[config.mk]
export PLATFORM = sky130hd
export DESIGN_NAME = fall_ctrl
export DESIGN_NICKNAME = d
export VERILOG_FILES = /design/src/rtl/fall_pkg.sv /design/src/rtl/tick_edge.sv /design/src/rtl/fall_ctrl.sv
export SDC_FILE = /design/constraint.sdc
export NUM_CORES = 1
export LEC_CHECK = 0
export BUFFER_PORTS_ARGS = -buffer_cell sky130_fd_sc_hd__buf_4
export CORE_ASPECT_RATIO = 0.7
export CORE_MARGIN = 2
export CORE_UTILIZATION = 50
export DETAILED_ROUTE_END_ITERATION = 16
export GPL_TIMING_DRIVEN = 1
export PLACE_DENSITY = 0.84
export SYNTH_ARGS = -nofsm -noshare
export SYNTH_HDL_FRONTEND = slang
export SYNTH_SLANG_ARGS = --single-unit
[constraint.sdc]
create_clock -name clk -period 2.4 [get_ports clk]
set_clock_uncertainty 0.2 [all_clocks]
set_input_delay 0.24 -clock clk [delete_from_list [all_inputs] [get_ports clk]]
set_output_delay 0.24 -clock clk [all_outputs]
set_load 0.1 [all_outputs]
[src/rtl/fall_pkg.sv]
// ----------------------------------------------------------------------------
// fall_pkg
// Shared definitions for the gravity controller:
//   - fall_state_t : controller state encoding (3-bit)
//   - DEF_*        : default timing constants used as parameter defaults
// ----------------------------------------------------------------------------
package fall_pkg;

  // Gravity controller states. Encoding is fixed so debug taps and any
  // downstream logic decoding the state see stable values.
  typedef enum logic [2:0] {
    IDLE    = 3'd0,
    FALL    = 3'd1,
    REQ     = 3'd2,
    LOCK    = 3'd3,
    LOCKOUT = 3'd4
  } fall_state_t;

  // Ticks per row at level 0.
  localparam int DEF_MAX_INTERVAL = 12;
  // Floor on ticks per row at high levels.
  localparam int DEF_MIN_INTERVAL = 1;
  // Ticks a blocked piece waits before it is frozen.
  localparam int DEF_LOCK_TICKS   = 3;

endpackage : fall_pkg

[src/rtl/tick_edge.sv]
// ----------------------------------------------------------------------------
// tick_edge
// Rising-edge detector for a level signal in the clk domain, with a gate
// that suppresses the tick. The history register keeps sampling while
// gated, so an edge that happens while gated is dropped rather than
// delivered later.
//
// Ports:
//   clk   in  system clock
//   rst   in  asynchronous active-low reset
//   sig   in  level signal to watch (already synchronous to clk)
//   pause in  suppresses the tick output when high
//   tick  out one-cycle pulse on a 0->1 transition of sig while not paused
// ----------------------------------------------------------------------------
module tick_edge (
  input  logic clk,
  input  logic rst,
  input  logic sig,
  input  logic pause,
  output logic tick
);

  logic sig_reg;

  always_ff @(posedge clk or negedge rst) begin
    if (!rst) begin
      sig_reg <= 1'b0;
    end else begin
      sig_reg <= sig;
    end
  end

  assign tick = sig & ~sig_reg & ~pause;

endmodule : tick_edge

[src/rtl/fall_ctrl.sv]
// ----------------------------------------------------------------------------
// fall_ctrl
// Gravity controller. Turns game_clk edges into ticks, counts ticks against
// a level-dependent interval, probes the board with a fall_req/fall_ack
// handshake, and runs lock-delay timing once the piece is blocked. Emits a
// one-cycle lock_piece when the piece must be frozen.
//
// Ports:
//   clk         in  system clock
//   rst         in  asynchronous active-low reset
//   game_clk    in  divided game clock level (same clk domain)
//   pause       in  freezes gravity and lock timing
//   level       in  current game level
//   soft_drop   in  forces one tick per row
//   spawn       in  one-cycle pulse: new piece placed
//   fall_req    out request board to move the piece down one row
//   fall_ack    in  board response strobe (only honoured in REQ)
//   fall_ok     in  with fall_ack: 1 = moved down, 0 = blocked
//   piece_moved in  one-cycle pulse: lateral move / rotation succeeded
//   lock_piece  out one-cycle pulse: freeze piece into board
//   active      out a piece is under gravity control
//   tick_cnt    out current fall counter (debug)
// ----------------------------------------------------------------------------
module fall_ctrl
  import fall_pkg::*;
#(
  parameter int CNT_W        = 4,
  parameter int LEVEL_W      = 4,
  parameter int MAX_INTERVAL = DEF_MAX_INTERVAL,
  parameter int MIN_INTERVAL = DEF_MIN_INTERVAL,
  parameter int LOCK_TICKS   = DEF_LOCK_TICKS
) (
  input  logic               clk,
  input  logic               rst,
  input  logic               game_clk,
  input  logic               pause,
  input  logic [LEVEL_W-1:0] level,
  input  logic               soft_drop,
  input  logic               spawn,
  output logic               fall_req,
  input  logic               fall_ack,
  input  logic               fall_ok,
  input  logic               piece_moved,
  output logic               lock_piece,
  output logic               active,
  output logic [CNT_W-1:0]   tick_cnt
);

  // Constants widened to the counter arithmetic width (one guard bit).
  localparam logic [CNT_W:0]   MAX_EXT  = (CNT_W+1)'(MAX_INTERVAL);
  localparam logic [CNT_W:0]   MIN_EXT  = (CNT_W+1)'(MIN_INTERVAL);
  localparam logic [CNT_W:0]   LOCK_EXT = (CNT_W+1)'(LOCK_TICKS);
  localparam logic [CNT_W:0]   ONE_EXT  = (CNT_W+1)'(1);
  localparam logic [CNT_W-1:0] CNT_ONE  = CNT_W'(1);

  fall_state_t       state_reg;
  logic [CNT_W-1:0]  fall_cnt_reg;
  logic [CNT_W-1:0]  lock_cnt_reg;

  logic              tick;
  logic [CNT_W:0]    level_ext;
  logic [CNT_W:0]    interval_diff;
  logic [CNT_W-1:0]  interval;
  logic              fall_hit;
  logic              lock_hit;

  // --------------------------------------------------------------------------
  // game_clk edge -> tick (gated by pause)
  // --------------------------------------------------------------------------
  tick_edge u_tick_edge (
    .clk   (clk),
    .rst   (rst),
    .sig   (game_clk),
    .pause (pause),
    .tick  (tick)
  );

  // --------------------------------------------------------------------------
  // Interval: MAX_INTERVAL - level, floored at MIN_INTERVAL. The subtraction
  // carries a guard bit so a level above MAX_INTERVAL shows up as a set MSB
  // (negative result) and saturates to the floor instead of wrapping.
  // --------------------------------------------------------------------------
  always_comb begin
    level_ext     = (CNT_W+1)'(level);
    interval_diff = MAX_EXT - level_ext;
    if (soft_drop) begin
      interval = CNT_ONE;
    end else if (interval_diff[CNT_W] || (interval_diff < MIN_EXT)) begin
      interval = MIN_EXT[CNT_W-1:0];
    end else begin
      interval = interval_diff[CNT_W-1:0];
    end
  end

  // ">=" rather than "==" so that a level change which shrinks the interval
  // below the current count still requests on the very next tick.
  assign fall_hit = (({1'b0, fall_cnt_reg} + ONE_EXT) >= {1'b0, interval});
  assign lock_hit = (({1'b0, lock_cnt_reg} + ONE_EXT) == LOCK_EXT);

  // --------------------------------------------------------------------------
  // Controller FSM with registered outputs
  // --------------------------------------------------------------------------
  always_ff @(posedge clk or negedge rst) begin
    if (!rst) begin
      state_reg    <= IDLE;
      fall_cnt_reg <= '0;
      lock_cnt_reg <= '0;
      fall_req     <= 1'b0;
      lock_piece   <= 1'b0;
      active       <= 1'b0;
    end else begin
      // lock_piece is only ever set on entry to LOCKOUT, which always leaves
      // after one cycle, so it can never be high two cycles in a row.
      lock_piece <= 1'b0;

      if (spawn) begin
        // A new piece overrides everything, including an outstanding probe;
        // any late ack is then ignored because we are no longer in REQ.
        state_reg    <= FALL;
        fall_cnt_reg <= '0;
        lock_cnt_reg <= '0;
        fall_req     <= 1'b0;
        active       <= 1'b1;
      end else begin
        unique case (state_reg)
          IDLE: begin
            fall_req <= 1'b0;
            active   <= 1'b0;
          end

          FALL: begin
            if (tick) begin
              if (fall_hit) begin
                fall_cnt_reg <= '0;
                state_reg    <= REQ;
                fall_req     <= 1'b1;
              end else begin
                fall_cnt_reg <= fall_cnt_reg + CNT_ONE;
              end
            end
          end

          // The handshake is not gated by pause: the board already owns the
          // request and must be allowed to answer it.
          REQ: begin
            if (fall_ack) begin
              fall_req <= 1'b0;
              if (fall_ok) begin
                state_reg    <= FALL;
                fall_cnt_reg <= '0;
              end else begin
                state_reg    <= LOCK;
                lock_cnt_reg <= '0;
              end
            end
          end

          // A successful move/rotation re-probes the board and restarts the
          // lock delay; it takes priority over a tick in the same cycle.
          LOCK: begin
            if (piece_moved && !pause) begin
              state_reg    <= REQ;
              fall_req     <= 1'b1;
              lock_cnt_reg <= '0;
            end else if (tick) begin
              if (lock_hit) begin
                state_reg    <= LOCKOUT;
                lock_piece   <= 1'b1;
                lock_cnt_reg <= '0;
              end else begin
                lock_cnt_reg <= lock_cnt_reg + CNT_ONE;
              end
            end
          end

          LOCKOUT: begin
            state_reg <= IDLE;
            active    <= 1'b0;
          end

          default: begin
            state_reg    <= IDLE;
            fall_cnt_reg <= '0;
            lock_cnt_reg <= '0;
            fall_req     <= 1'b0;
            active       <= 1'b0;
          end
        endcase
      end
    end
  end

  assign tick_cnt = fall_cnt_reg;

endmodule : fall_ctrl

* Yosys cells after proc, flatten, opt, wreduce, memory -nomap -nowiden
Cells that the tools add are included.
** Cells by class
- Add/sub/neg operators :: 5
- Order comparisons :: 2
- Equality and inequality tests :: 18
- Mux-type cells :: 37
- Bitwise operators :: 4
- Reductions and logical operators :: 11
** Operators by type and width (count)
- 2-to-1 mux 4 bit :: 13
- case mux 4 bit (3 select lines) :: 2
- 2-to-1 mux 3 bit :: 7
- != test 3 bit (second input constant) :: 6
- 2-to-1 mux 1 bit :: 12
- case mux 3 bit (4 select lines) :: 1
- adder 4 x 1 -> 5 bit (second input constant) :: 2
- OR reduction 3 bit :: 3
- adder 4 x 1 -> 4 bit (second input constant) :: 2
- != test 4 bit (second input constant) :: 2
- AND reduction 4 bit :: 2
- equality test 3 x 2 -> 1 bit (second input constant) :: 2
- != test 2 x 1 -> 1 bit (second input constant) :: 3
- AND reduction 6 bit :: 1
- equality test 5 x 2 -> 1 bit (second input constant) :: 1
- >= comparator 5 x 4 -> 1 bit :: 1
- less-than comparator 5 x 1 -> 1 bit (second input constant) :: 1
- AND reduction 5 bit :: 1
- subtractor 4 x 4 -> 5 bit (first input constant) :: 1
- != test 2 bit (second input constant) :: 2
- case mux 1 bit (4 select lines) :: 1
- equality test 3 x 1 -> 1 bit (second input constant) :: 1
- equality test 3 bit (second input constant) :: 1
- logical NOT 3 bit :: 1
- other kinds (6) :: 8
** Word-level totals
- Register bits after elaboration :: 15
- Logic and storage cells :: 84

* Logic depth before layout (Yosys ltp)
Gate-level depths: netlist (run 1).
- Depth after elaboration :: 10
- Gate-level depth with buffers :: 12
- Mapped depth without buffers :: 12

* Hierarchy
A second synthesis (run 1) with hierarchy kept.
** Second synthesis, totals
- Cells, all modules :: 110
- Area total of the unflattened synthesis :: 1089.8 um2
** Modules (own cells, without submodules)
- fall_ctrl :: instances 1, cells an instance 108, area each 1052.3 um2
- tick_edge :: instances 1, cells an instance 2, area each 37.5 um2

* Worst setup path after synthesis (run 1)
Ideal clock, no wire load.
- Kind :: reg2reg
- Start :: register fall_cnt_reg[0], in the netlist tick_cnt[0]
- End :: register fall_cnt_reg[0], in the netlist tick_cnt[0]
- Library setup time :: 125 ps
- Data arrival time :: 2399 ps
- Setup slack :: -324 ps
- Cell stages (with the launch flop) :: 8
- Buffers on the path :: 0
- Clock period less this slack :: 2724 ps
- Cells stage by stage :: dfrtp_1 -> ha_1 -> xor2_1 -> ha_1 -> o21ai_0 -> o211ai_1 -> nor2_2 -> mux2_2
** Between the ends
- Cells in the longest elaborated chain, start to end :: 6
** Ends and longest elaborated chain
- from (decl) :: line fall_ctrl.sv:57 : logic [CNT_W-1:0] fall_cnt_reg;
- from (signal assigned) :: line fall_ctrl.sv:138 : fall_cnt_reg <= fall_cnt_reg + CNT_ONE;
- adder 4 x 1 -> 5 bit :: line fall_ctrl.sv:97 : assign fall_hit = (({1'b0, fall_cnt_reg} + ONE_EXT) >= {1'b0, interval});
- >= comparator 5 x 4 -> 1 bit :: line fall_ctrl.sv:97
- 2-to-1 mux 4 bit (*) :: line fall_ctrl.sv:133 : if (fall_hit) begin
- 2-to-1 mux 4 bit (*) :: line fall_ctrl.sv:132 : if (tick) begin
- case mux 4 bit (3 select lines) (*) :: line fall_ctrl.sv:125 : unique case (state_reg)
- 2-to-1 mux 4 bit (*) :: line fall_ctrl.sv:116 : if (spawn) begin
Every way passes the cells marked *; elsewhere a longest branch is shown, timed or not. The select of a mux whose other input is x is not followed.
A chain may end at the register's enable or synchronous reset.

* Worst setup path in the final report (run 1)
- Start :: input port level[0]
- End :: register fall_cnt_reg[0], in the netlist tick_cnt[0]
** Between the ends
- Cells in the longest elaborated chain, start to end :: 10
** Ends and longest elaborated chain
- from (decl) :: line fall_ctrl.sv:37 : input logic [LEVEL_W-1:0] level,
- subtractor 4 x 4 -> 5 bit (*) :: line fall_ctrl.sv:85 : interval_diff = MAX_EXT - level_ext;
- less-than comparator 5 x 1 -> 1 bit :: line fall_ctrl.sv:88 : end else if (interval_diff[CNT_W] || (interval_diff < MIN_EXT)) begin
- logical OR 1 bit :: line fall_ctrl.sv:88
- 2-to-1 mux 4 bit (*) :: line fall_ctrl.sv:88
- 2-to-1 mux 4 bit (*) :: line fall_ctrl.sv:86 : if (soft_drop) begin
- >= comparator 5 x 4 -> 1 bit (*) :: line fall_ctrl.sv:97
- 2-to-1 mux 4 bit (*) :: line fall_ctrl.sv:133
- 2-to-1 mux 4 bit (*) :: line fall_ctrl.sv:132
- case mux 4 bit (3 select lines) (*) :: line fall_ctrl.sv:125
- 2-to-1 mux 4 bit (*) :: line fall_ctrl.sv:116
Marks and branches as above.

==> impl_metrics.yaml, run 1 <==
run_status:
  outcome: "completed"
floorplan:
  boundaryPins: 20
  die-area_sq_mm: 0.00255
  die_w_microns: 59.4
  die-height_microns: 42.8
  coreArea_sq_mm: 0.00208
  rows: 14
  initial_core_util: 0.516
yosys:
  syn_nets: 143
  synth-simple-area-share: 0.236
  ys_seq_area_frac: 0.349
  synth_mux_area_frac: 0.0198
  synth-adder-area-share: 0.0930
  synth_xor_xnor_area_share: 0.0244
  syn_area_sq_mm: 0.00108
  avgSynthCellArea_sq_um: 8.82
  syn_inst: 122
  ys_types: 40
  yosys_warnings: 0
  synth_top_family_by_area: "simple AND/OR/NAND/NOR gates"
  synth-compound-area-share: 0.227
  synth_seq_cells: 15
clock_network:
  clk_root_buffer_cell: "clkbuf_4"
  clockBufferDepth: 2
  clk_pin_slew_ns: 0.11
  h-tree-depth: 1
  clk_latency_ns: 0.30
  cts_buffers: 3
  cts_tree: "yes"
  cts.sinks: 15
global_routing:
  overflow: 0
  antenna_found_initial: 0
  grt_max_degree: 16
  grt_use_total: 0.233
  grt_pass1_wl_microns: 4420
  grt_pass1_vias: 984
place:
  hpwl_microns: 1950
  place.gp.congestion: 0.892
  numPortBuffers: 19
power:
  p_leak_nw: 0.643
  p_total_mw: 1.21
  peakVddDrop_mv: 0.594
  power.density_mw_per_mm2: 822
worst_setup_path:
  crit_arrival_ns: 2.37
  r2r-end: "tick_cnt[2]"
  reg2regPathDepth: 7
  r2r_start: "tick_cnt[0]"
  required_ns: 2.37
  crit_type: "input pin to flip-flop"
  critPathCaptureType: "flip-flop"
  cp_max_fo: 5
  reg2reg_setup_slack_ns: 0.06
  cp-start-kind: "input pin"
cells_and_area:
  nets: 173
  num_antenna_cells: 0
  final_cell_mix: "26 x buf_4, 11 x dfrtp_1, 9 x nor2_1"
  layout-drive-gt1-share: 0.351
  nFillCells: 149
  syn_to_final_growth_pct: 36.4
  fin_util: 0.704
  layout_commonest_cell: "buf_4"
route:
  first_iter_violations: 50
  drtAntennaViolNets: 0
  drtPass1Iterations: 4
  viasPerCell: 6.09
  vias: 1065
  totalWireLength_microns: 2870
  drcViolationCount: 0
  wl_per_cell_microns: 16.4
min_path:
  hold_class: "input pin to flip-flop"
  hold_end: "active"
  min_from: "spawn"
  whs_path_depth: 2
sta:
  rsz0062_at_grt: "true"
  setup_viol: 0
  worst_pin_slew_ns: 0.584
  drv_slew: 0
  min_period_ns: 2.40
  clock.fmax_mhz: 417
  finalHoldViolations: 0
  finalSetupTns_ns: 0
  relSlewSlack: 0.607
  finalCritPeriodShare: 0.999
job:
  maxCapViolations: 0
[cells by family (layout without fill, tap and decap cells)]
kind of cell,Yosys count,count (layout)
compound gates,35,35
fa+ha+maj,8,8
flops,15,15
buf+inv,12,41
xor+xnor,3,3
simple gates,47,47
mux,2,2
[through the flow]
| step | instances | hold slack [ns] | worst slack, ns | instance area [sq um] |
|---|---|---|---|---|
| finish | 175 | 0.0220 | 0.00345 | 1470 |
| global route | 175 | 0.0352 | -0.110 | 1470 |
| detailed placement | 166 | -0.0912 | -0.358 | 1280 |
| global placement | 166 | -0.0907 | -0.188 | 1280 |
| CTS | 172 | 0.0148 | 0.0185 | 1330 |
| floorplan | 122 | -0.256 | 0.00780 | 1090 |
[routing by layer]
layer,global-route usage,up-vias,part of all wire
met5,0,-,0
met4,0.0409,0,0.0080
met3,0.0732,4,0.071
met2,0.367,49,0.48
met1,0.317,501,0.44
li1,-,511,-
[worst max-delay path by stage]
stage | from | to | depth (start not counted)
global route | tick_cnt[0] | tick_cnt[2] | 7
CTS | level[0] | fall_req | 13
global placement | level[0] | fall_req | 13
finish | level[0] | tick_cnt[0] | 12
detailed placement | level[0] | fall_req | 12
floorplan | level[0] | fall_req | 12
[layout make-up]
cell class,count,area [sq um],share of cell area
clock buffer,3,22.5,0.0153
inverter,7,33.8,0.0230
tap,24,30.0,0.0205
clock inverter,1,5.00,0.00341
sequential,15,385,0.263
multi-input combinational,95,749,0.511
timing repair buffer,30,241,0.165
[timing repair]
action,4_1_cts,5_1_grt
setup endpoints to repair,2,6
gates resized for setup,1,25
setup buffers,0,3
gates cloned,0,0
pin swaps,1,11
hold endpoints to repair,16,0
hold buffers,2,0
[synth_stat cells]
library cell  number  share of area
o211a_4            1          0.016
a21o_1             1         0.0070
mux2i_1            1         0.0093
a21oi_1            5          0.023
a21boi_0           1         0.0070
o211ai_1           3          0.021
dfrtp_1           15           0.35
xor2_1             2          0.016
mux2_2             1          0.010
nor4_1             1         0.0058
nor2_1             9          0.031
nor2_2             1         0.0058
o21ai_0            8          0.037
ha_1               8          0.093
nor3b_1            1         0.0070
and3_1             2          0.012
or3b_1             1         0.0081
nand4_1            2          0.012
nor3_1             5          0.023
a2bb2oi_1          1         0.0081
a22o_1             3          0.024
inv_1              7          0.024
a22oi_1            2          0.014
buf_2              2         0.0093
nand4b_1           1         0.0081
xnor2_1            1         0.0081
nand2_1            3          0.010
buf_6              1          0.010
o221ai_1           1         0.0081
nor2b_1            4          0.023
nand3_1           10          0.047
o311ai_1           1         0.0081
and2_1             1         0.0058
o31ai_1            1         0.0070
o21bai_1           3          0.021
clkbuf_1           2         0.0070
a31oi_1            3          0.017
a211oi_1           1         0.0070
nor4b_1            1         0.0081
nand2b_1           5          0.029
[critical path, stage by stage]
cell and delay, ns:
buf_6 0.08, inv_4 0.03, ha_4 0.29, nor4b_4 0.05, a31oi_1 0.25, buf_4 0.19, nand3_2 0.10, ha_4 0.28
a211oi_2 0.06, o211ai_1 0.40, nor2_2 0.12, mux2_4 0.28
[power breakdown]
group          internal [mW]  switching (mW)  total, mW
Clock                 0.0621          0.0883      0.150
Combinational          0.256           0.418      0.674
Sequential             0.306          0.0761      0.382
No activity file was read; power rests on OpenSTA's default activity.
==> run 2, diff against run 1 <==
- MAX_ROUTING_LAYER: unset -> met4
==> run 2 against run 1 <==
Effect of this change:
- the run now ends with setup timing left
- utilization unchanged
- hold slack improved by 0.0016 ns
- routed wire length is 0.24% higher
- first-iteration DRC count is 4.0% higher
- sequential share of layout area is the same
- register-to-register slack got worse by 0.02 ns
- critical path depth stayed put
- flip-flop and latch count stayed put
- design area is the same
- clock power barely moved
- critical path type unchanged
- largest power group unchanged
==> impl_metrics.yaml, run 2 (same netlist as run 1, synthesis figures left out) <==
run_status:
  outcome: "complete, but fails checks"
  violations: "setup timing"
global_routing:
  grt_max_degree: 16
  antenna_found_initial: 0
  overflow: 0
  grt_pass1_vias: 982
  grt_use_total: 0.240
  grt_pass1_wl_microns: 4440
worst_setup_path:
  r2r_start: "tick_cnt[0]"
  crit_arrival_ns: 2.38
  path_cells: "buf_6 -> inv_4 -> ha_4 -> nor4b_4 -> a31oi_1 -> buf_4 -> nand3_2 -> ha_4 -> a211oi_2 -> o211ai_1 -> nor2_2 -> mux2_4"
  required_ns: 2.37
  crit_type: "input pin to flip-flop"
  r2r-end: "tick_cnt[2]"
  slowest_stage: "o211ai_1"
  path_common_cell: "ha_4"
  reg2regPathDepth: 7
  cp-startpoint: "level[0]"
  critPathCaptureType: "flip-flop"
  reg2reg_setup_slack_ns: 0.04
  cp-start-kind: "input pin"
  cp_max_fo: 5
  crit_end: "tick_cnt[0]"
  max_stage_delay_ns: 0.40
place:
  dp_slack_ns: -0.358
  postPlaceCellArea_sq_mm: 0.00128
  numPortBuffers: 19
  place_inst: 166
  hpwl_microns: 1950
  place.gp.congestion: 0.907
power:
  p_sw_mw: 0.584
  switching_share: 0.484
  peakVddDrop_mv: 0.594
  p_clk_frac: 0.125
  p_leak_nw: 0.643
  p_int_mw: 0.624
  seq_power_share: 0.317
  pwr-share-comb: 0.558
  p_total_mw: 1.21
  power.density_mw_per_mm2: 823
sta:
  clock.fmax_mhz: 416
  rsz0062_at_grt: "true"
  drv_slew: 0
  min_period_ns: 2.40
  relSlewSlack: 0.606
  worst_pin_slew_ns: 0.585
  finalHoldViolations: 0
  setup_ws_ns: -0.00321
  setup_viol: 1
  finalCritPeriodShare: 1.00
route:
  first_iter_violations: 52
  totalWireLength_microns: 2870
  viasPerCell: 6.07
  drcViolationCount: 0
  drtPass1Iterations: 7
  drtAntennaViolNets: 0
  vias: 1063
  wl_per_cell_microns: 16.4
cells_and_area:
  layout-drive-gt1-share: 0.351
  nFillCells: 149
  layout_commonest_cell: "buf_4"
  num_antenna_cells: 0
  syn_to_final_growth_pct: 36.4
  final_area_sq_mm: 0.00147
  final_cell_mix: "26 x buf_4, 11 x dfrtp_1, 9 x nor2_1"
  instances_no_fill: 175
  nets: 173
clock_network:
  clk_root_buffer_cell: "clkbuf_4"
  clk_pin_slew_ns: 0.11
  cts_tree: "yes"
  clockBufferDepth: 2
  h-tree-depth: 1
  cts.sinks: 15
  cts_buffers: 3
  clk_latency_ns: 0.30
floorplan:
  boundaryPins: 20
  rows: 14
  die-area_sq_mm: 0.00255
  die-height_microns: 42.8
  coreArea_sq_mm: 0.00208
  initial_core_util: 0.516
  die_w_microns: 59.4
min_path:
  hold_class: "input pin to flip-flop"
job:
  maxCapViolations: 0
## run 2: worst min-delay path by stage
| stage | slack, ns | cells past startpoint | start | end |
|---|---|---|---|---|
| 2_1_floorplan | -0.26 | 0 | rst | active |
| 3_3_place_gp | -0.09 | 1 | rst | tick_cnt[0] |
| 3_5_place_dp | -0.09 | 1 | rst | tick_cnt[0] |
| 4_1_cts | 0.01 | 2 | spawn | active |
| 5_1_grt | 0.04 | 3 | spawn | state_reg[0] |
| 6_report | 0.02 | 2 | spawn | active |
## run 2: metal layers
metal | vias to the layer above | routed length [microns] | part of all wire | track usage
met5 | - | 0 | 0 | -
met1 | 501 | 1260 | 0.44 | 0.317
met2 | 48 | 1400 | 0.49 | 0.367
met3 | 2 | 202 | 0.070 | 0.0732
met4 | 0 | 14 | 0.0049 | 0.0409
li1 | 512 | - | - | -
## run 2: metrics by stage
step	util	hold WS [ns]	setup TNS (ns)
floorplan	-	-0.256	0
global placement	0.614	-0.0907	-0.970
detailed placement	0.614	-0.0912	-2.13
CTS	0.640	0.0148	0
global route	0.704	0.0352	-0.533
finish	0.704	0.0236	-0.00321
## run 2: power by group through the flow
stage	Sequential, mW	Combinational [mW]	Clock (mW)
3_3_place_gp	0.376	0.539	0
4_1_cts	0.376	0.565	0.155
3_5_place_dp	0.381	0.562	0
2_1_floorplan	0.529	0.274	0
6_report	0.383	0.674	0.151
5_1_grt	0.395	0.724	0.164
## run 2: final cells by class
type | count | area, sq um | share of cell area
multi-input cells | 95 | 749 | 0.511
flip-flops and latches | 15 | 385 | 0.263
repair buffers | 30 | 241 | 0.165
inverters | 7 | 33.8 | 0.0230
well taps | 24 | 30.0 | 0.0205
clock buffers | 3 | 22.5 | 0.0153
clock inverters | 1 | 5.00 | 0.00341
## run 2: critical path: cells and delay by family
kind	cells	cell delay, ns
AOI/OAI and AO/OA	3	0.71
adders and majority gates	2	0.57
and+or+nand+nor	3	0.27
buffers and inverters	3	0.30
muxes	1	0.28
## run 2: timing repair
| item | 4_1_cts | 5_1_grt |
|---|---|---|
| hold buffers | 2 | 0 |
| setup buffers | 0 | 3 |
| hold endpoints to repair | 16 | 0 |
| gates resized for setup | 1 | 25 |
| endpoints found under the setup margin | 2 | 6 |
| pin swaps | 1 | 11 |
==> run 3, diff against run 2 <==
- CORE_MARGIN: 2 -> 1
- CORE_UTILIZATION: 50 -> 49
- PLACE_DENSITY: 0.84 -> 0.85
- SYNTH_HIERARCHICAL: unset -> 1
- clock period: 2.4 -> 2.2 ns (I/O delays scaled with it)
==> run 3 against run 2 <==
Effect of this change:
- the flow still finishes with violations (setup timing)
- hold slack better by 0.028 ns
- sequential power up 4%
- routed wire length up 9.4%
- non-clock buffer count down 1
- register-to-register slack worse by 0.08 ns
- utilization up 6.6 points
- flip-flop and latch count unchanged
- largest power group unchanged
- total power up 15%
- critical endpoint is now fall_req
- global-route usage up 2.8 points
- critical path type is now flip-flop to flip-flop
- die area down 4.9%
==> impl_metrics.yaml, run 3 <==
power:
  seq_power_share: 0.287
  p_sw_mw: 0.643
  p_clk_frac: 0.125
  peakVddDrop_mv: 0.438
  p_int_mw: 0.741
  power.density_mw_per_mm2: 913
  switching_share: 0.464
  pwr-share-comb: 0.589
  p_leak_nw: 0.668
global_routing:
  met2_usage: 0.411
  grt_use_total: 0.268
  grt_pass1_wl_microns: 4670
  grt_util_met3: 0.0810
  grt_use_met1: 0.314
  grt_max_degree: 16
  overflow: 0
  antenna_found_initial: 0
  busiest_layer: "met2"
  grt_pass1_vias: 997
sta:
  finalHoldViolations: 0
  relSlewSlack: 0.627
  setup_ws_ns: -0.0365
  worst_pin_slew_ns: 0.556
  min_period_ns: 2.24
  setup_viol: 2
  clock.fmax_mhz: 447
  drv_slew: 0
  rsz0062_at_grt: "true"
  finalCritPeriodShare: 1.02
floorplan:
  die-height_microns: 41.5
  coreArea_sq_mm: 0.00197
  die_w_microns: 58.4
  rows: 13
  initial_core_util: 0.554
  boundaryPins: 20
  die-area_sq_mm: 0.00242
clock_network:
  clk_latency_ns: 0.31
  clk_pin_slew_ns: 0.10
  cts_buffers: 3
  clk_root_buffer_cell: "clkbuf_4"
  h-tree-depth: 1
  cts.sinks: 15
  clockBufferDepth: 2
  cts_tree: "yes"
yosys:
  synth_seq_cells: 15
  synthTopCellsByArea: "dfrtp_1 34%, ha_1 9.2%, nor2b_1 2.9%, nor3b_1 2.8%, a22o_1 2.4%"
  synth_common_cells: "15 x dfrtp_1, 8 x ha_1, 6 x inv_1"
  synth-edff-count: 0
  synth_ff_type: "dfrtp_1"
  ys_seq_area_frac: 0.344
  synth_most_common_cell: "dfrtp_1"
  async_flop_share: 1.00
  yosys_warnings: 6
  synth_top_area_share: 0.344
  avgSynthCellArea_sq_um: 9.91
  syn_inst: 110
  syn_nets: 131
  synth_area_leader_cell: "dfrtp_1"
  ys_types: 47
  syn_area_sq_mm: 0.00109
worst_setup_path:
  reg2reg_setup_slack_ns: -0.04
  worst-path-stages: 7
  crit_type: "flip-flop to flip-flop"
  crit_end: "fall_req"
  crit_arrival_ns: 2.23
  r2r-end: "fall_req"
  cp-start-kind: "flip-flop"
  cp_max_fo: 4
  crit_family: "flip-flops"
  cp-startpoint: "tick_cnt[0]"
  path_common_cell: "o21ai_2"
  critPathCaptureType: "flip-flop"
  path_cells: "ha_4 -> xor2_1 -> ha_1 -> o21ai_2 -> o21ai_2 -> nand4_1 -> mux2_4"
  max_stage_delay_ns: 0.52
  path_buf_inv: 0
  slowest_stage: "dfrtp_4"
  reg2regPathDepth: 7
  r2r_start: "tick_cnt[0]"
  required_ns: 2.19
cells_and_area:
  layout_commonest_cell: "buf_4"
  nFillCells: 111
  nets: 164
  regArea_sq_um: 388
  final_cell_mix: "23 x buf_4, 11 x dfrtp_1"
  multi_input_area_sq_um: 792
  layout-drive-gt1-share: 0.472
  syn_to_final_growth_pct: 39.2
  num_antenna_cells: 0
  instances_no_fill: 172
route:
  totalWireLength_microns: 3150
  drcViolationCount: 0
  vias: 1007
  first_iter_violations: 15
  wl_per_cell_microns: 18.3
  viasPerCell: 5.85
  drtPass1Iterations: 4
  drtAntennaViolNets: 0
min_path:
  hold_class: "input pin to flip-flop"
place:
  place.gp.congestion: 0.867
  dp_slack_ns: -0.427
  numPortBuffers: 19
  hpwl_microns: 1960
  place_inst: 164
job:
  maxCapViolations: 0
run_status:
  outcome: "complete, but fails checks"
  violations: "setup timing"
==> run 3: final cells by class <==
cell class / count / share of cell area
well taps: 30 / 0.0248
flip-flops and latches: 15 / 0.256
repair buffers: 29 / 0.162
inverters: 6 / 0.0182
clock buffers: 4 / 0.0173
multi-input cells: 88 / 0.522
==> run 3: worst min path at each step <==
stage                from           end  slack (ns)  cells past startpoint
floorplan             rst        active       -0.28                      0
global placement      rst  state_reg[1]       -0.12                      1
detailed placement    rst  state_reg[0]       -0.11                      1
CTS                 spawn        active       0.001                      2
global route        spawn        active        0.06                      2
finish              spawn        active        0.05                      2
==> run 3: cell families (layout without fill, tap and decap cells) <==
logic type / count (synthesis) / count (layout) / share of synthesized area
simple gates: 43 / 43 / 0.247
buf+inv: 7 / 39 / 0.0310
fa+ha+maj: 8 / 8 / 0.0919
mux: 6 / 6 / 0.0631
xor+xnor: 3 / 3 / 0.0241
compound gates: 28 / 28 / 0.199
flops: 15 / 15 / 0.344
==> run 3: routing by layer <==
metal,part of all wire,wire [microns],up-vias
met4,0.022,68,0
met2,0.48,1510,34
met5,0,0,-
met1,0.45,1400,499
met3,0.053,167,8
li1,-,-,466
==> run 3: per-stage QoR <==
step | utilization | power (mW) | hold slack, ns | area (sq um) | setup TNS (ns)
global placement | 0.680 | 1.03 | -0.117 | 1340 | -1.37
detailed placement | 0.680 | 1.05 | -0.109 | 1340 | -2.22
finish | 0.771 | 1.38 | 0.0517 | 1520 | -0.0704
CTS | 0.737 | 1.26 | 0.00146 | 1450 | -0.0372
floorplan | - | 0.887 | -0.276 | 1120 | -0.210
global route | 0.771 | 1.44 | 0.0627 | 1520 | -0.252
==> run 3: timing repair <==
action	4_1_cts	5_1_grt
buffers inserted	2	0
resized for setup	15	13
endpoints found under the hold margin	16	0
pin swaps	7	12
setup endpoints to repair	3	7
hold buffers	2	0
==> run 3: power groups by stage <==
stage | sequential (mW) | clock [mW] | combinational, mW
detailed placement | 0.395 | 0 | 0.654
global placement | 0.393 | 0 | 0.639
CTS | 0.390 | 0.172 | 0.702
finish | 0.397 | 0.173 | 0.814
floorplan | 0.543 | 0 | 0.345
global route | 0.402 | 0.185 | 0.850
